`src/rtl/imem_loader.sv`:
```
// imem_loader: streams a length-prefixed program image into imem and holds the CPU until it is loaded.
// Optional trailing XOR checksum of the data bytes is built in with IMEM_LOADER_CHECKSUM_EN.
module imem_loader #(
  parameter int ADDR_W    = 10,
  parameter int MEM_BYTES = 1024,
  parameter int BASE_ADDR = 0
) (
  input  logic              clk,
  input  logic              rst_n,
  input  logic              start,
  input  logic [7:0]        in_data,
  input  logic              in_valid,
  output logic              in_ready,
  output logic              mem_we,
  output logic [ADDR_W-1:0] mem_addr,
  output logic [7:0]        mem_wdata,
  output logic              cpu_hold,
  output logic              done,
  output logic              error,
  output logic [ADDR_W:0]   byte_count
);
`ifdef IMEM_LOADER_CHECKSUM_EN
  typedef enum logic [2:0] {IDLE, LEN_HI, LEN_LO, DATA, CSUM, DONE, ERROR} state_t;
  localparam state_t FINISH = CSUM;
  logic [7:0] csum_q, csum_d;
`else
  typedef enum logic [2:0] {IDLE, LEN_HI, LEN_LO, DATA, DONE, ERROR} state_t;
  localparam state_t FINISH = DONE;
`endif
  state_t            state_q, state_d;
  logic [7:0]        len_hi_q, len_hi_d;
  logic [15:0]       len_q, len_d;
  logic              in_ready_q, in_ready_d;
  logic              mem_we_q, mem_we_d;
  logic [ADDR_W-1:0] mem_addr_q, mem_addr_d;
  logic [7:0]        mem_wdata_q, mem_wdata_d;
  logic              cpu_hold_q, cpu_hold_d;
  logic              done_q, done_d;
  logic              error_q, error_d;
  logic [ADDR_W:0]   byte_count_q, byte_count_d;
  logic              acc;
  logic [15:0]       new_len;
  logic [31:0]       end_addr;
  logic              last_byte;
  assign acc       = in_valid & in_ready_q;
  assign new_len   = {len_hi_q, in_data};
  // image end computed wide so a large N can never wrap past the capacity check
  assign end_addr  = 32'(BASE_ADDR) + {14'd0, new_len, 2'b00};
  assign last_byte = 32'(byte_count_q) + 32'd1 == {14'd0, len_q, 2'b00};
  always_comb begin
    state_d      = state_q;
    len_hi_d     = len_hi_q;
    len_d        = len_q;
    mem_we_d     = 1'b0;
    mem_addr_d   = mem_addr_q;
    mem_wdata_d  = mem_wdata_q;
    byte_count_d = byte_count_q;
`ifdef IMEM_LOADER_CHECKSUM_EN
    csum_d       = csum_q;
`endif
    case (state_q)
      IDLE, DONE, ERROR: if (start) begin
        state_d      = LEN_HI;
        byte_count_d = '0;
`ifdef IMEM_LOADER_CHECKSUM_EN
        csum_d       = '0;
`endif
      end
      LEN_HI: if (acc) begin
        len_hi_d = in_data;
        state_d  = LEN_LO;
      end
      LEN_LO: if (acc) begin
        len_d   = new_len;
        state_d = new_len == 16'd0 ? FINISH : end_addr > 32'(MEM_BYTES) ? ERROR : DATA;
      end
      DATA: if (acc) begin
        mem_we_d     = 1'b1;
        mem_addr_d   = ADDR_W'(BASE_ADDR) + byte_count_q[ADDR_W-1:0];
        mem_wdata_d  = in_data;
        byte_count_d = byte_count_q == (ADDR_W+1)'(MEM_BYTES) ? byte_count_q : byte_count_q + 1'b1;
`ifdef IMEM_LOADER_CHECKSUM_EN
        csum_d       = csum_q ^ in_data;
`endif
        state_d      = last_byte ? FINISH : DATA;
      end
`ifdef IMEM_LOADER_CHECKSUM_EN
      CSUM: if (acc) state_d = in_data == csum_q ? DONE : ERROR;
`endif
      default: state_d = IDLE;
    endcase
    in_ready_d = state_d == LEN_HI || state_d == LEN_LO || state_d == DATA;
`ifdef IMEM_LOADER_CHECKSUM_EN
    in_ready_d = in_ready_d || state_d == CSUM;
`endif
    done_d     = state_d == DONE;
    error_d    = state_d == ERROR;
    cpu_hold_d = state_d != DONE;
  end
  always_ff @(posedge clk) begin
    if (!rst_n) begin
      state_q      <= IDLE;
      len_hi_q     <= '0;
      len_q        <= '0;
      in_ready_q   <= 1'b0;
      mem_we_q     <= 1'b0;
      mem_addr_q   <= '0;
      mem_wdata_q  <= '0;
      cpu_hold_q   <= 1'b1;
      done_q       <= 1'b0;
      error_q      <= 1'b0;
      byte_count_q <= '0;
`ifdef IMEM_LOADER_CHECKSUM_EN
      csum_q       <= '0;
`endif
    end else begin
      state_q      <= state_d;
      len_hi_q     <= len_hi_d;
      len_q        <= len_d;
      in_ready_q   <= in_ready_d;
      mem_we_q     <= mem_we_d;
      mem_addr_q   <= mem_addr_d;
      mem_wdata_q  <= mem_wdata_d;
      cpu_hold_q   <= cpu_hold_d;
      done_q       <= done_d;
      error_q      <= error_d;
      byte_count_q <= byte_count_d;
`ifdef IMEM_LOADER_CHECKSUM_EN
      csum_q       <= csum_d;
`endif
    end
  end
  assign in_ready   = in_ready_q;
  assign mem_we     = mem_we_q;
  assign mem_addr   = mem_addr_q;
  assign mem_wdata  = mem_wdata_q;
  assign cpu_hold   = cpu_hold_q;
  assign done       = done_q;
  assign error      = error_q;
  assign byte_count = byte_count_q;
endmodule

```
`config.mk`:
```
export PLATFORM = sky130hd
export DESIGN_NAME = imem_loader
export DESIGN_NICKNAME = d
export VERILOG_FILES = /design/src/rtl/imem_loader.sv
export SDC_FILE = /design/constraint.sdc
export NUM_CORES = 1
export LEC_CHECK = 0
export BUFFER_PORTS_ARGS = -buffer_cell sky130_fd_sc_hd__buf_2
export CAP_MARGIN = 5
export CORE_AREA = 2 2 100 73
export CTS_BUF_LIST = sky130_fd_sc_hd__clkbuf_8
export DETAILED_ROUTE_END_ITERATION = 8
export DIE_AREA = 0 0 102 75
export PLACE_DENSITY = 0.73
export RECOVER_POWER = 50
export SLEW_MARGIN = 20
export SYNTH_ARGS = -nofsm -noshare
export SYNTH_HDL_FRONTEND = slang
export SYNTH_SLANG_ARGS = --single-unit
```
`constraint.sdc`:
```
create_clock -name clk -period 6.5 [get_ports clk]
set_clock_uncertainty 0.1 [all_clocks]
set_input_delay 1.3 -clock clk [delete_from_list [all_inputs] [get_ports clk]]
set_output_delay 1.3 -clock clk [all_outputs]
set_load 0.02 [all_outputs]
```
; After elaboration in Yosys (flattened, before gate mapping)
; Index checks and enable logic that the tools add are counted.
[word_totals]
ramBits = 0
word_cells = 55
latch_bits = 0
reg_bits = 61
memories = 0
out_inout_bits = 34
mem_bits_ro = 0
[op_classes]
n_lt_le_gt_ge = 1
n_mux = 13
n_bitwise = 1
eq_ne = 16
shift = 0
add_sub_neg = 2
multipliers = 0
reduce_logical = 11
div_mod_pow = 0
[ops]
columns = op, n
row1 = two-way mux 11 bit, 3
row2 = case mux 11 bit (2 select lines), 1
row3 = two-way mux 3 bit, 7
row4 = == test 12 x 18 -> 1 bit, 1
row5 = > comparator 18 x 11 -> 1 bit (second input constant), 1
row6 = logical NOT 16 bit, 1
row7 = adder 11 x 1 -> 12 bit (second input constant), 1
row8 = == test 3 x 2 -> 1 bit (second input constant), 4
row9 = == test 3 bit (second input constant), 4
row10 = case mux 3 bit (4 select lines), 1
row11 = adder 11 x 1 -> 11 bit (second input constant), 1
row12 = == test 11 bit (second input constant), 1
row13 = AND reduction 2 bit, 4
row14 = == test 3 x 1 -> 1 bit (second input constant), 2
row15 = inequality test 2 bit (second input constant), 3
row16 = AND reduction 4 bit, 1
row17 = logical NOT 3 bit, 1
row18 = inequality test 3 bit (second input constant), 1
row19 = OR reduction 3 bit, 1
row20 = logical OR 1 bit, 2
row21 = nonzero test 2 bit, 1
row22 = AND 1 bit, 1
row23 = two-way mux 1 bit, 1

; Logic depth before layout (Yosys ltp)
[depth]
ltp_word = 8
ltp_mapped = 9
depth_no_buf = 8

; Worst setup path after synthesis
; No wires, ideal clock.
[synth_path]
kind = input to register
start = input port in_data[4]
end = register done_q (netlist: done)
t_arrival_ns = 2.768
setup_time_ns = 0.116
path_buffers = 0
required_ns = 6.284
stages = 7
path_slack_ns = 3.516
path_cell_list = or4_1 -> o21ai_0 -> nor3b_1 -> o21a_1 -> nor2_1 -> o22a_1 -> and4_1
[synth_between]
elab_chain_len = 6
[synth_lines]
columns = item, line_no
row1 = "start, declared", 11  ; input logic [7:0] in_data,
row2 = > comparator 18 x 11 -> 1 bit, 75  ; state_d = new_len == 16'd0 ? FINISH : end_addr > 32'(MEM_BYTES) ? ERROR : DATA;
row3 = two-way mux 3 bit, 75
row4 = two-way mux 3 bit (*), 75
row5 = two-way mux 3 bit (*), 73  ; LEN_LO: if (acc) begin
row6 = case mux 3 bit (4 select lines) (*), 61  ; case (state_q)
row7 = == test 3 bit (*), 96  ; done_d = state_d == DONE;
row8 = "end signal, assigned", 125  ; done_q <= done_d;
row9 = "end, declared", 38  ; logic done_q, done_d;
; Every way passes the cells marked *; elsewhere a longest branch is shown, timed or not.
; A chain may end at the register's enable or synchronous reset.

; Worst setup path in the final report
[layout_path]
start = input port in_data[4]
end = register in_ready_q (netlist: in_ready)
[layout_between]
elab_chain_len = 8
[layout_lines]
columns = item, line_no
row1 = > comparator 18 x 11 -> 1 bit, 75
row2 = two-way mux 3 bit, 75
row3 = two-way mux 3 bit (*), 75
row4 = two-way mux 3 bit (*), 73
row5 = case mux 3 bit (4 select lines) (*), 61
row6 = == test 3 x 1 -> 1 bit or == test 3 x 2 -> 1 bit (tied branches), 92  ; in_ready_d = state_d == LEN_HI || state_d == LEN_LO || state_d == DATA;
row7 = logical OR 1 bit, 92
row8 = logical OR 1 bit (*), 92
row9 = "end signal, assigned", 120  ; in_ready_q <= in_ready_d;
row10 = "end, declared", 33  ; logic in_ready_q, in_ready_d;
; Marked as above.

==> results.md <==
* Status: complete, no violations
* Highest Clock Rate at approximately 330 MHz
* Worst slew margin at 0.4727
* Cts bufs inserted at 9
* Global placer's final weighted congestion at 0.9100
* Worst Setup SP: in_data[4]
* Internal power at just over 0.0006 W
* R2R Path Start: byte_count[0]
* Syn Area/Cell at 8.018 sq um
* Largest area contributor in the netlist: dfxtp_1
* FF/Latch Area at roughly 0.0012 sq mm
* Util after Layout at 0.4898
* Post-synth net total at roughly 360
* R2R depth at 8
* R2R Setup Slk at approximately 3.6 ns
* Post-detailed-placement half-perimeter wirelength at ~4900 um
* Final worst setup slack at between 3 and 4 ns
* Worst EP required at 6.65 ns
* Pwr per Cell Area at around 240 mW/mm^2
* Crit path to: in_ready
* Final hold vios at 0
* Initial drt markers at roughly 210
* WP depth at 8
* Layout net count at 399
* Setup bufs post-CTS at 0
* Vias in the first global route at between 2k and 2.5k
* Switching share of power at 0.2241
* Max IR drop VDD at between 0.15 and 0.2 mV
* Final Cycle Share at 0.4722
* Die Y at between 70 and 80 um
* Initial Util at 0.4232
* Die ar. at between 0.007 and 0.008 sq mm
* PostCTS Resize Cnt at 0
* Initial antenna violation count at 0
* Diodes inserted at 0
* Pre-CTS setup slack at ~3.1 ns
* Final min period at 3.069 ns
* Clock Sinks at approximately 60
* Clock Latency Late Sink at between 0.3 and 0.4 ns
* Area of the multi-input gates at between 0.001 and 0.0015 sq mm
* I/O pins at 46
* Worst Path Buf+Inv at 1
* Fillers at between 600 and 700
* Max Cap Viol at 0
* Unrepaired setup endpoints after global routing: false
* Max FO, Critical Path at 4
* Fin Setup TNS at 0 ns
* Clk root buf: clkbuf_8
* Worst-path clk slew at 0.06 ns
* Post-Place Cell Area at roughly 0.0031 sq mm
* WP data arrival at around 3.2 ns
* Final Cell Area at 0.003248 sq mm
* GRT Overall Usage at 0.1984
* Top-area cell type share of the netlist area at 0.4351
* Yosys warnings at 0
* Routed Antenna Nets at 0
* Global-route wire length before repair at 11520 um
* Critical path class: in2reg
* Synth area leaders: dfxtp_1, nand2_1, a21oi_1
* CP max stage cell: or4_1
* Largest net degree at the start of global routing at between 50 and 60
* Slew Limit Fails at 0
* DR WL/cell at approximately 14 um
* Crit path capture type: flop
* Power share of the combinational group at 0.041
* Cell area after synthesis at between 0.002 and 0.003 sq mm
* Slowest stage delay, CP at about 0.54 ns
* Total core area at about 0.0066 sq mm
* 1st-pass router iterations at 5
* Routed vias/inst at roughly 5.4
* CP top delay family: simple AND/OR/NAND/NOR gates
* Library cells used by synthesis at 47
* Seq cells post-synth at just over 60
* # hold bufs at CTS at 0
* Final Setup Violations at 0
* Sequential cell fraction of total power at 0.480
* TritonCTS clock tree: built
* DRC Markers at 0
* CP cell instances: buf_2, or4_1, o21ai_0, nor3b_1, o21a_1, nor2_1, o22a_1, a211oi_1
* Ys async rst share at 0
* CTS max path bufs at 2
* Hold Path Class: reg2reg
* GR Overflow Total at 0
* Synth Flop Type: dfxtp_1
* Leak Pwr at 1.114 nW
* Port Buffers at 45
* Share of cells above drive strength 1 at 0.1256
* H-tree levels at 3
* DR vias at about 2.6k
* Sequential fraction of the synthesis area at 0.4351
* Cells after synthesis at 350
* Die X-Extent at about 100 um
* Post-synth EDFFs at 0
* Clock Power Share at 0.479
* Switching pwr at approximately 0.00018 W
* Worst r2r dst: done
* Area delta synth->final at 15.74%
* Worst Setup Start Kind: input pin
* Tightest Pin Transition at 0.7887 ns
* Routed WL at around 7000 um
* Placed cells at around 470
* Placement Rows at 25
* Non-filler instance count after layout at around 480
[cells by family after synthesis]
family                   Yosys count  synth area share
XOR/XNOR                          12           0.03745
multiplexers                       8           0.02853
AO/OA/AOI/OAI                     77            0.1601
adder cells (fa/ha/maj)            2          0.008915
AND/OR/NAND/NOR                  160            0.2791
buffers and inverters             30           0.05082
flip-flops                        61            0.4351
[placed cells by master (no fill, tap or decap), types with 3 or more instances in the layout]
master    synthesis  routed
nand2_1          78      78
dfxtp_1          61      61
a21oi_1          47      47
clkbuf_1         17      24
nor2_1           22      22
buf_2             3      22
o21ai_0          11      11
xnor2_1          11      11
clkbuf_8          0      10
mux2i_1           8       8
nand3_1           7       7
inv_1             5       6
nor2b_1           6       6
or3_1             6       6
nor3_1            6       6
nand2b_1          5       5
nor4_1            5       5
nand4_1           3       3
and3_1            3       3
nand4b_1          3       3
or4_1             3       3
a31oi_1           3       3
buf_4             1       3
[state kept, by name, summed over array words and instances, names as in the netlist]
name        cells
mem_we          1
mem_addr       10
error           1
cpu_hold        1
len_q          16
state_q         3
done            1
byte_count     11
mem_wdata       8
in_ready        1
len_hi_q        8
[cell usage after synthesis, types with 2 or more instances]
cell / number
a211oi_1: 2
a21oi_1: 47
a31oi_1: 3
and2_1: 2
and3_1: 3
and3_4: 2
and4_1: 2
buf_2: 3
buf_6: 3
clkbuf_1: 17
dfxtp_1: 61
ha_1: 2
inv_1: 5
mux2i_1: 8
nand2_1: 78
nand2b_1: 5
nand3_1: 7
nand4_1: 3
nand4b_1: 3
nor2_1: 22
nor2b_1: 6
nor3_1: 6
nor3b_1: 2
nor4_1: 5
o21a_1: 2
o21ai_0: 11
o221ai_1: 2
o22a_1: 2
or3_1: 6
or4_1: 3
xnor2_1: 11
[worst register-to-register path: stages (launching register included)]
cell and delay, ns:
dfxtp_1 0.55, ha_1 0.39, and3_1 0.35, nand3_1 0.17, xnor2_1 0.20, nand4b_1 0.15
or4_4 0.54, o21ai_2 0.22, and4_1 0.22
[per-stage QoR]
stage               hold WS (ns)  power (W)
floorplan                 0.3360  0.0004082
global placement          0.3429  0.0004191
detailed placement        0.3471  0.0004200
CTS                       0.3561  0.0007952
global route              0.3769  0.0008148
finish                    0.3553  0.0007891
[area by class of cell]
| type | instances | share of cell area |
|---|---|---|
| Clock buffer | 10 | 0.04237 |
| Clock inverter | 6 | 0.02696 |
| Inverter | 5 | 0.005778 |
| Multi-Input combinational cell | 259 | 0.4441 |
| Sequential cell | 61 | 0.3760 |
| Tap cell | 94 | 0.03621 |
| Timing Repair Buffer | 49 | 0.06857 |
[layer usage]
metal | share of wire | global-route usage | vias up
met5 | 0 | 0 | -
met4 | 0.013 | 0.06222 | 0
met3 | 0.096 | 0.05942 | 13
met2 | 0.43 | 0.2887 | 122
met1 | 0.46 | 0.2846 | 1205
li1 | - | - | 1273
[power by group through the flow]
stage,Combinational [W],Sequential (W),Clock (W)
floorplan,0.0000207,0.000387,0
global placement,0.0000315,0.000388,0
detailed placement,0.0000324,0.000388,0
CTS,0.0000326,0.000379,0.000384
global route,0.0000358,0.000380,0.000399
finish,0.0000323,0.000379,0.000378
[worst min path at each step]
stage | startpoint | endpoint | cells past startpoint
floorplan | len_q[14] | len_q[14] | 2
global placement | mem_wdata[5] | mem_wdata[5] | 2
detailed placement | mem_wdata[4] | mem_wdata[4] | 2
CTS | mem_addr[5] | mem_addr[5] | 2
global route | mem_addr[5] | mem_addr[5] | 2
finish | mem_addr[5] | mem_addr[5] | 2
Power figures use the tool's default switching activity.
